**src/rtl/hop_pipe_pkg.sv**
```systemverilog
// rtl/hop_pipe_pkg.sv - shared constants and helpers for hop_pipe_elastic.
package hop_pipe_pkg;

  localparam int CNT_W_DEFAULT = 16;
  localparam int POP_W         = 64;

  function automatic int popcount(input logic [POP_W-1:0] v);
    int n;
    n = 0;
    for (int i = 0; i < POP_W; i++) begin
      if (v[i]) n++;
    end
    return n;
  endfunction

  // Clamps a + b to the largest value representable in w bits.
  function automatic logic [63:0] sat_add(input logic [63:0] a, input logic [63:0] b,
                                          input int w);
    logic [63:0] max_v;
    logic [63:0] sum;
    max_v = (64'd1 << w) - 64'd1;
    sum   = a + b;
    return (sum > max_v) ? max_v : sum;
  endfunction

endpackage

```
**src/rtl/hop_pipe_stage.sv**
```systemverilog
// rtl/hop_pipe_stage.sv - one elastic register stage with synchronous clear and drop flag.
module hop_pipe_stage
  import hop_pipe_pkg::*;
#(
  parameter int WIDTH = 8
) (
  input  logic             clk,
  input  logic             rst_n,
  input  logic             up_valid,
  input  logic [WIDTH-1:0] up_data,
  output logic             up_ready,
  input  logic             down_ready,
  input  logic             clr,
  output logic             valid,
  output logic [WIDTH-1:0] data,
  output logic             drop
);

  logic incoming;
  logic outgoing;

  assign up_ready = !valid | down_ready;
  assign incoming = up_valid & up_ready;
  assign outgoing = valid & down_ready;
  // A held beat that is not leaving, or any beat arriving, dies under clear.
  assign drop     = clr & ((valid & !outgoing) | incoming);

  always_ff @(posedge clk or negedge rst_n) begin
    if (!rst_n) begin
      valid <= 1'b0;
      data  <= '0;
    end else if (clr) begin
      valid <= 1'b0;
    end else if (incoming) begin
      valid <= 1'b1;
      data  <= up_data;
    end else if (outgoing) begin
      valid <= 1'b0;
    end
  end

endmodule

```
**src/rtl/hop_pipe_elastic.sv**
```systemverilog
// rtl/hop_pipe_elastic.sv - DEPTH-stage elastic valid/ready pipeline with per-stage clears.
// HOP_PIPE_DROP_CNT_EN adds the saturating drop counter; otherwise drop_cnt is tied to 0.
module hop_pipe_elastic
  import hop_pipe_pkg::*;
#(
  parameter int WIDTH = 8,
  parameter int DEPTH = 4,
  parameter int CNT_W = CNT_W_DEFAULT
) (
  input  logic                       clock0,
  input  logic                       rst_n,
  input  logic                       in_valid,
  output logic                       in_ready,
  input  logic [WIDTH-1:0]           in_data,
  output logic                       out_valid,
  input  logic                       out_ready,
  output logic [WIDTH-1:0]           out_data,
  input  logic [DEPTH-1:0]           stage_clr,
  output logic [$clog2(DEPTH+1)-1:0] occupancy,
  output logic [CNT_W-1:0]           drop_cnt
);

  localparam int OCC_W = $clog2(DEPTH+1);

  logic [DEPTH-1:0] v;
  logic [WIDTH-1:0] d [DEPTH];
  logic [DEPTH:0]   r;
  logic [DEPTH-1:0] uv;
  logic [WIDTH-1:0] ud [DEPTH];
  logic [DEPTH-1:0] drops;

  assign r[DEPTH] = out_ready;

  for (genvar i = 0; i < DEPTH; i++) begin : g_stage
    if (i == 0) begin : g_head
      assign uv[i] = in_valid;
      assign ud[i] = in_data;
    end else begin : g_link
      assign uv[i] = v[i-1];
      assign ud[i] = d[i-1];
    end

    hop_pipe_stage #(.WIDTH(WIDTH)) u_stage (
      .clk        (clock0),
      .rst_n      (rst_n),
      .up_valid   (uv[i]),
      .up_data    (ud[i]),
      .up_ready   (r[i]),
      .down_ready (r[i+1]),
      .clr        (stage_clr[i]),
      .valid      (v[i]),
      .data       (d[i]),
      .drop       (drops[i])
    );
  end

  assign in_ready  = r[0];
  assign out_valid = v[DEPTH-1];
  assign out_data  = d[DEPTH-1];
  assign occupancy = OCC_W'(popcount(POP_W'(v)));

`ifdef HOP_PIPE_DROP_CNT_EN
  logic [CNT_W-1:0] cnt_q;

  always_ff @(posedge clock0 or negedge rst_n) begin
    if (!rst_n) begin
      cnt_q <= '0;
    end else begin
      cnt_q <= CNT_W'(sat_add(64'(cnt_q), 64'(popcount(POP_W'(drops))), CNT_W));
    end
  end

  assign drop_cnt = cnt_q;
`else
  logic unused_drops;
  assign unused_drops = ^drops;
  assign drop_cnt     = '0;
`endif

endmodule
```
**config.mk**
```make
export PLATFORM = sky130hd
export DESIGN_NAME = hop_pipe_elastic
export DESIGN_NICKNAME = d
export VERILOG_FILES = /design/src/rtl/hop_pipe_pkg.sv /design/src/rtl/hop_pipe_stage.sv /design/src/rtl/hop_pipe_elastic.sv
export SDC_FILE = /design/constraint.sdc
export NUM_CORES = 1
export LEC_CHECK = 0
export BUFFER_PORTS_ARGS = -buffer_cell sky130_fd_sc_hd__buf_2
export CAP_MARGIN = 20
export CORE_MARGIN = 2
export CORE_UTILIZATION = 35
export DETAILED_ROUTE_END_ITERATION = 7
export PLACE_DENSITY = 0.64
export SKIP_CTS_REPAIR_TIMING = 1
export SYNTH_ARGS = -nofsm -noshare
export SYNTH_HDL_FRONTEND = slang
export SYNTH_SLANG_ARGS = --single-unit
```
**constraint.sdc**
```tcl
create_clock -name clock0 -period 4.5 [get_ports clock0]
set_input_delay 0.45 -clock clock0 [delete_from_list [all_inputs] [get_ports clock0]]
set_output_delay 0.45 -clock clock0 [all_outputs]
set_load 0.01 [all_outputs]
```
# Yosys cells after proc, flatten, opt, wreduce, memory -nomap -nowiden
# Index checks and enable logic that the tools add are counted.
# word_totals
regBits	36
in_bits	16
elab_cells	52
# op_classes
n_addsub	3
muxes	16
bitwise	13
reduce_logical	12
# op_table
op	n
2-to-1 mux 1 bit	13
nonzero test 3 bit	4
2-to-1 mux 3 bit	3
AND reduction 2 bit	4
adder 3 x 2 -> 3 bit, second input constant	2
AND 1 bit	5
zero test 1 bit	4
NOT 1 bit	4
bitwise OR 1 bit	4
adder 1 x 1 -> 2 bit, second input constant	1

# Logic depth before layout (Yosys ltp)
# Gate-level depths: netlist of the first run.
# depth
ltp_word	8
depth_mapped	6
mapped_depth_nobuf	6

# Modules after synthesis
# From an unflattened synthesis of the first run, not the netlist that was laid out.
# unflattened
cells_unflattened	124
area_unflattened_um2	1691.6
# modules_own_cells
mod	instances	cells_per_inst	area_per_inst_um2
hop_pipe_stage	4	23	365.4
hop_pipe_elastic	1	32	230.2

# Worst setup path before layout of the first run
# Ideal clock, no wire load.
# synth_path
path_kind	flip-flop to output port
startpoint	register g_stage[0].u_stage.valid
endpoint	output port occupancy[1]
arrival_time_ns	1.512
required_ns	4.050
path_slack_ns	2.538
path_stages_with_launch	6
path_buffers	0
path_cell_list	dfrtp_1 inv_1 ha_1 xor2_1 ha_1 mux2_2
# synth_between
elab_chain_cells	7
# synth_lines
element	line	source
start, declared	hop_pipe_stage.sv:14	output logic valid,
start signal, assigned	hop_pipe_stage.sv:30	valid <= 1'b0;
start signal, assigned	hop_pipe_stage.sv:33	valid <= 1'b0;
start signal, assigned	hop_pipe_stage.sv:35	valid <= 1'b1;
2-to-1 mux 1 bit (*)	hop_pipe_pkg.sv:11	if (v[i]) n++;
adder 1 x 1 -> 2 bit	hop_pipe_pkg.sv:11	
2-to-1 mux 3 bit (*)	hop_pipe_pkg.sv:11	
adder 3 x 2 -> 3 bit	hop_pipe_pkg.sv:11	
2-to-1 mux 3 bit (*)	hop_pipe_pkg.sv:11	
adder 3 x 2 -> 3 bit	hop_pipe_pkg.sv:11	
2-to-1 mux 3 bit (*)	hop_pipe_pkg.sv:11	
end, declared	hop_pipe_elastic.sv:19	output logic [$clog2(DEPTH+1)-1:0] occupancy,
# Every way passes the cells marked *; elsewhere a longest branch is shown, timed or not.

# Final worst setup path of the first run
# Same ends and word-level chain as after synthesis.

==> summary.md, run 1 <==
| Metric | Value |
|---|---|
| Status | finished clean |
| Port bufs | 28 |
| GRT Residual Overflow | 0 |
| Filler cells | 454 |
| Vias per cell | 4.176 |
| MaxCap Viol Count | 0 |
| Routed Antenna Nets | 0 |
| Drt first pass iters | 4 |
| Initial Util | 36.24% |
| Power density over the cells | 478.6 nW/µm² |
| Worst slew pin tran | 770.3 ps |
| Period minus WS final | 2529 ps |
| Dominant synthesized flop cell | dfrtp_1 |
| FMAX | 395.4 MHz |
| Share of the synthesized area in the top cell type | 52.63% |
| Utilization after layout | 39.71% |
| Final Skew | 3.921 ps |
| VDD IR-drop max | 0.1469 mV |
| Routed len/inst | 11.82 µm |
| Switching share of power | 24.14% |
| Setup crit end kind | output port |
| Placer Congestion | 0.7502 |
| Final setup fails | 0 |
| FF-to-FF setup slack | 2690 ps |
| FF+latch count, synth | 36 |
| # H-tree levels | 2 |
| Final count of hold timing violations | 0 |
| Area Growth Syn to Fin | 9.576% |
| Rel. slew slack | 48.65% |
| Crit path from | g_stage[0].u_stage.valid |
| DIE WIDTH | 73.93 µm |
| Critical path type | flop to output port |
| Deepest clock path buffer count | 2 |
| Period utilization | 56.20% |
| Clk sinks | 36 |
| Startpoint types | flop |
| Clock Pin Slew Worst Setup and Hold Paths | 70 ps |
| Initial antenna violation count | 0 |
| CP arrival | 2080 ps |
| Die H | 73.93 µm |
| CTS root buffer | clkbuf_8 |
| CTS tree | yes |
| Unrepaired setup endpoints after global routing | false |
| DRC errors left | 0 |
| Ys async rst share | 100.0% |
| Most frequent cell after synthesis | dfrtp_1 |
| Synth top cells by count | 36 x dfrtp_1, 25 x mux2_2, 24 x buf_4, 8 x mux2_4, 7 x nor2_1 |
| Register area share after synthesis | 52.63% |
| First-pass GRT wire length | 4.264 mm |
| Nets | 167 |
| Combinational group share of total power | 19.1% |
| Post-synth EDFFs | 0 |
| Dpl hpwl | 1.916 mm |
| FP Rows | 25 |
| CTS Buf Count | 5 |
| Routed WL | 2.553 mm |
| Cell internal pwr | 681.0 µW |
| Clock power frac | 30.3% |
| Fin Setup TNS | 0 ps |
| Via count | 902 |
| Tot Pwr | 897.7 µW |
| Worst Path Max Fanout | 6 |
| Slew Viols, Final | 0 |
| Clock Latency Late Sink | 280 ps |
| Cell area after synthesis | 1712 µm² |
| Mean post-synth cell area | 13.48 µm² |
| Core area | 4723 µm² |
| Psw | 216.7 µW |
| Sequential power share | 50.6% |
| Unique masters post-synth | 21 |
| Post-synth top area cell | dfrtp_1 |
| Synthesis Warnings | 0 |
| Synth area leaders | dfrtp_1 53%, mux2_2 16%, buf_4 11% |
| Largest net degree at the start of global routing | 37 |
| I/O pin cnt | 45 |
| Starting DRT DRC Count | 30 |
| Antenna cells | 0 |
| Gate Count Post-Synth | 127 |
| Fraction of layout cells with a size suffix above 1 | 46.98% |
| Hold Crit Class | input pin to asynchronous set/reset pin |
| R2r startpoint | g_stage[2].u_stage.valid |
| All-layer global routing usage | 10.61% |
| Vias in the first global route | 954 |
| CP Data Required Time | 4050 ps |
| Pleak | 0.0009426 µW |
| Total Die Area | 5466 µm² |
-- power groups by stage --
stage,Sequential [µW],Clock (µW),Combinational [µW]
after floorplan,448,0,172
after global placement,458,0,168
after detailed placement,464,0,174
after CTS,457,283,174
after global routing,468,300,187
final,454,272,171
-- critical path, cell delays in order (launching register included) --
cell,delay (ps)
dfrtp_1,440
inv_1,90
ha_1,330
xor2_1,270
ha_1,290
mux2_2,250
buf_2,140
-- sequential cells by signal (all words and copies together) (netlist names) --
name / flops
g_stage.u_stage.valid: 4
g_stage.u_stage.data: 32
-- layer usage --
| layer | wire length (µm) | GRT usage (%) | share of wire [%] | vias to the layer above |
|---|---|---|---|---|
| met1 | 1051 | 11.92 | 41 | 444 |
| li1 | - | - | - | 424 |
| met2 | 1298 | 17.46 | 51 | 26 |
| met3 | 130 | 4.472 | 5.1 | 8 |
| met4 | 72 | 5.051 | 2.8 | 0 |
| met5 | 0 | 0 | 0 | - |
-- path summary, 6_finish.rpt --
path	endpoint	cells after the start
setup reg to reg	g_stage[1].u_stage.data[7]	3
hold / removal	g_stage[3].u_stage.data[4]	1
max in group asynchronous	g_stage[1].u_stage.valid	1
setup / recovery	occupancy[1]	6
hold reg to reg	g_stage[3].u_stage.data[6]	1
min in group clock0	g_stage[3].u_stage.valid	2
-- cell usage in the layout (no fill, tap or decap), types with 3 or more instances in the layout --
| master | count |
|---|---|
| a21oi_1 | 3 |
| buf_2 | 28 |
| clkbuf_8 | 5 |
| conb_1 | 16 |
| dfrtp_1 | 36 |
| ha_1 | 3 |
| mux2_2 | 25 |
| mux2_4 | 8 |
| nor2_1 | 7 |
| xor2_1 | 3 |
-- per-stage QoR --
| step | cell area [µm²] | instances | worst slack (ps) | hold WS [ps] |
|---|---|---|---|---|
| 6_report | 1876 | 216 | 1971 | 238.5 |
| 5_1_grt | 1876 | 216 | 1800 | 309.3 |
| 4_1_cts | 1876 | 216 | 1960 | 265.0 |
| 3_5_place_dp | 1768 | 208 | 2273 | 488.4 |
| 3_3_place_gp | 1768 | 208 | 2409 | 482.0 |
| 2_1_floorplan | 1768 | 142 | 2538 | 154.4 |
-- cell type report --
cell class | count | area (µm²) | area share [%]
Sequential cell | 36 | 900.9 | 48.03
Timing Repair Buffer | 28 | 140.1 | 7.472
Multi-Input combinational cell | 75 | 635.6 | 33.89
Clock buffer | 6 | 72.57 | 3.869
Inverter | 2 | 7.507 | 0.4003
Tap cell | 67 | 83.83 | 4.470
Clock inverter | 2 | 35.03 | 1.868
-- cell families after synthesis --
family / count (synthesis) / synth area share, %
buffers and inverters: 31 / 13.52
XOR/XNOR: 3 / 1.535
AO/OA/AOI/OAI: 5 / 1.974
adder cells (fa/ha/maj): 3 / 2.193
multiplexers: 33 / 23.47
other: 1 / 0.2191
flip-flops: 36 / 52.63
AND/OR/NAND/NOR: 15 / 4.460
Note: power is estimated with default switching activity, not from simulation.
==> run 2, diff against run 1 <==
--- a/config.mk
+++ b/config.mk
@@ -10,7 +10,7 @@
 export CORE_MARGIN = 2
 export CORE_UTILIZATION = 35
 export DETAILED_ROUTE_END_ITERATION = 7
-export PLACE_DENSITY = 0.64
+export PLACE_DENSITY = 0.66
 export SKIP_CTS_REPAIR_TIMING = 1
 export SYNTH_ARGS = -nofsm -noshare
 export SYNTH_HDL_FRONTEND = slang
==> constraint.sdc (replaced) <==
create_clock -name clock0 -period 2.17 [get_ports clock0]
set_input_delay 0.217 -clock clock0 [delete_from_list [all_inputs] [get_ports clock0]]
set_output_delay 0.217 -clock clock0 [all_outputs]
set_load 0.01 [all_outputs]
==> run 2 against run 1 <==
Against the previous run:
- cell count is 0.93% higher
- sequential cell count unchanged
- routed wire length up 2.7%
- setup slack got worse by 1900 ps
==> summary.md, run 2 (synthesis gave the netlist of run 1 again) <==
| Metric | Value |
|---|---|
| Placer Congestion | 0.9603 (+28%) |
| Total Die Area | 5466 µm² (unchanged) |
| GRT Residual Overflow | 0 (unchanged) |
| Worst slew pin tran | 775.4 ps (+5.118 ps) |
| Period utilization | 97.41% |
| Placed Area | 1768 µm² (unchanged) |
| Routed Antenna Nets | 0 (unchanged) |
| Clk sinks | 36 (unchanged) |
| Core area | 4723 µm² (unchanged) |
| Unrepaired setup endpoints after global routing | false |
| Drt first pass iters | 4 (unchanged) |
| Hold Crit Class | input pin to asynchronous set/reset pin |
| Starting DRT DRC Count | 62 (+110%) |
| Clock Pin Slew Worst Setup and Hold Paths | 60 ps (about the same) |
| Utilization after layout | 40.66% (+0.95 points) |
| Fin Setup TNS | 0 ps (unchanged) |
| Critical path type | flop to output port |
| Power density over the cells | 943.0 nW/µm² (+97%) |
| Setup crit end kind | output port |
| Commonest non-fill, non-tap cell in the layout | dfrtp_1 |
| Status | finished clean |
| Final setup fails | 0 (unchanged) |
| Rel. slew slack | 48.31% (-0.34 points) |
| Area Growth Syn to Fin | 12.21% |
| FP Rows | 25 (unchanged) |
| Vias per cell | 4.294 (+2.8%) |
| Initial antenna violation count | 0 (unchanged) |
| Global routing usage on met1 | 11.52% (-0.41 points) |
| Deepest clock path buffer count | 2 (unchanged) |
| DIE WIDTH | 73.93 µm (unchanged) |
| Startpoint types | flop |
| CTS Buf Count | 5 (unchanged) |
| VDD IR-drop max | 0.3028 mV (+110%) |
| Routed len/inst | 12.03 µm (+1.8%) |
| CTS tree | yes |
| Final count of hold timing violations | 0 (unchanged) |
| MaxCap Viol Count | 0 (unchanged) |
| All-layer global routing usage | 10.82% (+0.21 points) |
| # H-tree levels | 2 (unchanged) |
| Period minus WS final | 2114 ps |
| I/O pin cnt | 45 (unchanged) |
| Routed WL | 2.622 mm (+2.7%) |
| Pleak | 0.0009530 µW (+1.1%) |
| CP Data Required Time | 1950 ps (-2100 ps) |
| Clock Latency Late Sink | 280 ps (about the same) |
| First-pass GRT wire length | 4.326 mm (+1.5%) |
| Post-Place Cells | 208 (unchanged) |
| Dpl hpwl | 2.029 mm (+5.9%) |
| Worst Path Max Fanout | 5 (-1) |
| Max reg flops | 32 (unchanged) |
| Final Skew | 7.104 ps (+3.183 ps) |
| Nets | 170 (+1.8%) |
| Largest net degree at the start of global routing | 37 (unchanged) |
| Most frequent cells in the layout | 34 x dfrtp_1, 28 x buf_2, 25 x mux2_2, 16 x conb_1, 8 x mux2_4 |
| Final Instance Area | 1921 µm² (+2.4%) |
| Via count | 936 (+3.8%) |
| Port bufs | 28 (unchanged) |
| FMAX | 473.1 MHz |
| Slew Viols, Final | 0 (unchanged) |
| CTS root buffer | clkbuf_8 |
| Biggest regs | g_stage.u_stage.data x32, g_stage.u_stage.valid x4 |
| Die H | 73.93 µm (unchanged) |
| Met3 Use GR | 3.388% (-1.1 points) |
| Vias in the first global route | 998 (+4.6%) |
| DRC errors left | 0 (unchanged) |
| Largest Register | g_stage.u_stage.data |
| Final cell count without fillers | 218 (+0.93%) |
| CP arrival | 1900 ps (-180 ps) |
| Busiest grt layer | met2 |
| Antenna cells | 0 (unchanged) |
| Initial Util | 36.24% (unchanged) |
| Grt met2 use | 17.16% (-0.30 points) |
| Fraction of layout cells with a size suffix above 1 | 52.32% (+5.3 points) |
## run 2: changes by cell type in the layout (fill, tap and decap cells not counted), sizes merged
| cell | before | now |
|---|---|---|
| clkinv | 1 | 0 |
| clkbuf | 6 | 7 |
| buf | 28 | 31 |
| bufinv | 1 | 0 |
## run 2: area by class of cell
cell class,instances,area [µm²]
Inverter,2,7.507
Sequential cell,36,903.4
Tap cell,67,83.83
Fill cell,444,2803
Multi-Input combinational cell,75,666.9
Timing Repair Buffer,31,162.7
Clock buffer,7,96.34
## run 2: metal layers
metal / part of all wire, % / wire length (µm)
met3: 6.5 / 170
met5: 0 / 0
met4: 4.9 / 128
met1: 40 / 1039
met2: 49 / 1284
## run 2: critical path, stage by stage (launching register included)
cell     delay [ps]
dfrtp_2         440
inv_2            90
ha_4            220
xor2_4          150
ha_1            290
mux2_2          270
buf_2           140
## run 2: path summary, 6_finish.rpt
kind / depth (start not counted) / from / slack, ps / to
worst max-delay path: 6 / g_stage[0].u_stage.valid / 60 / occupancy[1]
worst min-delay path: 1 / rst_n / 10 / g_stage[3].u_stage.data[0]
worst max register to register: 3 / g_stage[2].u_stage.valid / 360 / g_stage[1].u_stage.data[7]
worst min register to register: 1 / g_stage[3].u_stage.data[2] / 500 / g_stage[3].u_stage.data[2]
max in group asynchronous: 1 / rst_n / 1620 / g_stage[0].u_stage.valid
min in group clock0: 2 / stage_clr[3] / 90 / g_stage[3].u_stage.valid
## run 2: metrics by stage
stage                     hold WS, ps  setup WS, ps  total power, µW
after floorplan                -78.59         441.2             1286
after global placement          314.6         322.3             1295
after detailed placement        341.0         119.4             1330
after CTS                       34.27        -195.8             1828
after global routing            72.91         1.448             1927
final                           10.62         56.13             1811
## run 2: power by group
group	leakage, µW	switching (µW)	total, µW	internal, µW
combinational	0.000461	144	371	227
clock	0.0000503	211	493	282
sequential	0.000442	92.2	948	855
total	0.000953	447	1810	1360
==> run 3, diff against run 2 <==
--- a/config.mk
+++ b/config.mk
@@ -5,12 +5,13 @@
 export SDC_FILE = /design/constraint.sdc
 export NUM_CORES = 1
 export LEC_CHECK = 0
-export BUFFER_PORTS_ARGS = -buffer_cell sky130_fd_sc_hd__buf_2
 export CAP_MARGIN = 20
 export CORE_MARGIN = 2
 export CORE_UTILIZATION = 35
 export DETAILED_ROUTE_END_ITERATION = 7
-export PLACE_DENSITY = 0.66
+export DONT_BUFFER_PORTS = 1
+export GPL_ROUTABILITY_DRIVEN = 0
+export PLACE_DENSITY = 0.58
 export SKIP_CTS_REPAIR_TIMING = 1
 export SYNTH_ARGS = -nofsm -noshare
 export SYNTH_HDL_FRONTEND = slang
==> run 3 against run 2 <==
Against the previous run:
- global-route usage fell by 1.4 points
- sequential power up 3.9%
- final area decreased by 5.1%
- largest power group unchanged
- via count fell by 11%
==> summary.md, run 3 (synthesis gave the netlist of run 1 again) <==
| Metric | Value |
|---|---|
| Status | finished clean |
| Clock Pin Slew Worst Setup and Hold Paths | 60 ps (about the same) |
| Vias in the first global route | 779 (-22%) |
| DRC errors left | 0 (unchanged) |
| R2R Path End | g_stage[1].u_stage.data[2] |
| Most frequent cells in the layout | 35 x dfrtp_1, 25 x mux2_2, 16 x conb_1, 8 x mux2_4, 7 x nor2_1 |
| First-pass GRT wire length | 3.698 mm (-15%) |
| Nets | 145 (-15%) |
| Routed WL | 2.409 mm (-8.1%) |
| Via count | 832 (-11%) |
| CP arrival | 1870 ps (-30 ps) |
| Routed Antenna Nets | 0 (unchanged) |
| Startpoint types | flop |
| Period minus WS final | 2084 ps (-29.92 ps) |
| Biggest regs | g_stage.u_stage.data x32, g_stage.u_stage.valid x4 |
| Placed Area | 1628 µm² (-7.9%) |
| DIE WIDTH | 73.93 µm (unchanged) |
| Fin Setup TNS | 0 ps (unchanged) |
| Deepest clock path buffer count | 2 (unchanged) |
| Period utilization | 96.03% (-1.4 points) |
| Vias per cell | 4.289 (-0.11%) |
| FP Rows | 25 (unchanged) |
| GRT Residual Overflow | 0 (unchanged) |
| Dpl hpwl | 1.777 mm (-12%) |
| Drt first pass iters | 4 (unchanged) |
| FMAX | 479.9 MHz (+1.4%) |
| Commonest non-fill, non-tap cell in the layout | dfrtp_1 |
| CTS Buf Count | 5 (unchanged) |
| Fraction of layout cells with a size suffix above 1 | 36.22% (-16 points) |
| Initial antenna violation count | 0 (unchanged) |
| Worst Reg-to-Reg Cells | 3 (unchanged) |
| MaxCap Viol Count | 0 (unchanged) |
| Area Growth Syn to Fin | 6.433% |
| CP Data Required Time | 1950 ps (about the same) |
| CTS root buffer | clkbuf_8 |
| Power density over the cells | 992.1 nW/µm² (+5.2%) |
| Final count of hold timing violations | 0 (unchanged) |
| Port bufs | 0 (-100%) |
| Setup crit end kind | output port |
| Starting DRT DRC Count | 36 (-42%) |
| CTS tree | yes |
| Hold Crit Class | input pin to flop |
| All-layer global routing usage | 9.366% (-1.4 points) |
| VDD IR-drop max | 0.2557 mV (-16%) |
| Antenna cells | 0 (unchanged) |
| Clock Latency Late Sink | 280 ps (about the same) |
| Crit-path max cell delay | 410 ps (-30 ps) |
| Utilization after layout | 38.57% (-2.1 points) |
| Largest Register | g_stage.u_stage.data |
| Slew Viols, Final | 0 (unchanged) |
| Filler cells | 456 (+2.7%) |
| Hold Slack | 78.47 ps (+67.85 ps) |
| CP max-delay cell | dfrtp_2 |
| Critical path type | flop to output port |
| Total Die Area | 5466 µm² (unchanged) |
| Final Skew | 3.889 ps (-3.215 ps) |
| Hold Path Stages | 2 |
| # H-tree levels | 2 (unchanged) |
| Worst Path Max Fanout | 6 (+1) |
| Max reg flops | 32 (unchanged) |
| Min-Delay Startpoint | in_valid |
| Cell mode on critical path | ha_1 |
| Initial Util | 36.24% (unchanged) |
| Core area | 4723 µm² (unchanged) |
| Largest net degree at the start of global routing | 37 (unchanged) |
| Final Instance Area | 1822 µm² (-5.1%) |
| FF-to-FF setup slack | 360 ps (about the same) |
| Hold path endpoint | g_stage[0].u_stage.valid |
| I/O pin cnt | 45 (unchanged) |
| Routed len/inst | 12.42 µm (+3.2%) |
| Clk sinks | 36 (unchanged) |
| R2r startpoint | g_stage[2].u_stage.valid |
| Final setup fails | 0 (unchanged) |
| Die H | 73.93 µm (unchanged) |
| CP cell instances | inv_1, ha_1, xor2_2, ha_1, mux2_2 |
| Pleak | 0.0008533 µW (-10%) |
==> run 3: worst max path at each step <==
| stage | from | end | slack [ps] |
|---|---|---|---|
| after CTS | g_stage[0].u_stage.valid | occupancy[1] | -7 |
| after global placement | g_stage[0].u_stage.valid | occupancy[1] | 400 |
| after floorplan | g_stage[0].u_stage.valid | occupancy[1] | 440 |
| after global routing | g_stage[0].u_stage.valid | occupancy[2] | -5 |
| after detailed placement | g_stage[0].u_stage.valid | occupancy[1] | 320 |
| final | g_stage[0].u_stage.valid | occupancy[1] | 90 |
==> run 3: stage by stage <==
step                      std cells  total power, µW  worst slack (ps)
after floorplan                 142             1286             441.2
after global placement          180             1224             404.8
after detailed placement        180             1246             316.2
after CTS                       188             1811            -7.343
after global routing            194             1912            -5.248
final                           194             1807             86.05
==> run 3: critical path, delay by kind of cell, from the launching register on <==
kind / cells / cell delay [ps]
adders and majority gates: 2 / 620
DFF: 1 / 410
muxes: 1 / 300
xor gates and xnor gates: 1 / 180
buffers and inverters: 1 / 70
==> run 3: power by group <==
group	switching [µW]	internal (µW)	total, µW	leakage, µW
combinational	85.0	178	263	0.000355
clock	219	340	559	0.0000552
sequential	129	856	985	0.000443
total	433	1370	1810	0.000853
==> run 3: final cells by class <==
type | count | area [µm²] | share of cell area, %
Sequential cell | 36 | 902.1 | 49.52
Clock buffer | 6 | 72.57 | 3.984
Multi-Input combinational cell | 75 | 650.6 | 35.71
Clock inverter | 2 | 35.03 | 1.923
Inverter | 2 | 7.507 | 0.4121
Tap cell | 67 | 83.83 | 4.602
Timing Repair Buffer | 6 | 70.07 | 3.846
==> run 3: layer usage <==
metal / up-vias / track usage, % / share of wire [%]
met2: 32 / 13.79 / 49
met1: 409 / 10.32 / 36
li1: 380 / - / -
met3: 11 / 5.014 / 10
met5: - / 0 / 0
met4: 0 / 6.667 / 4.6
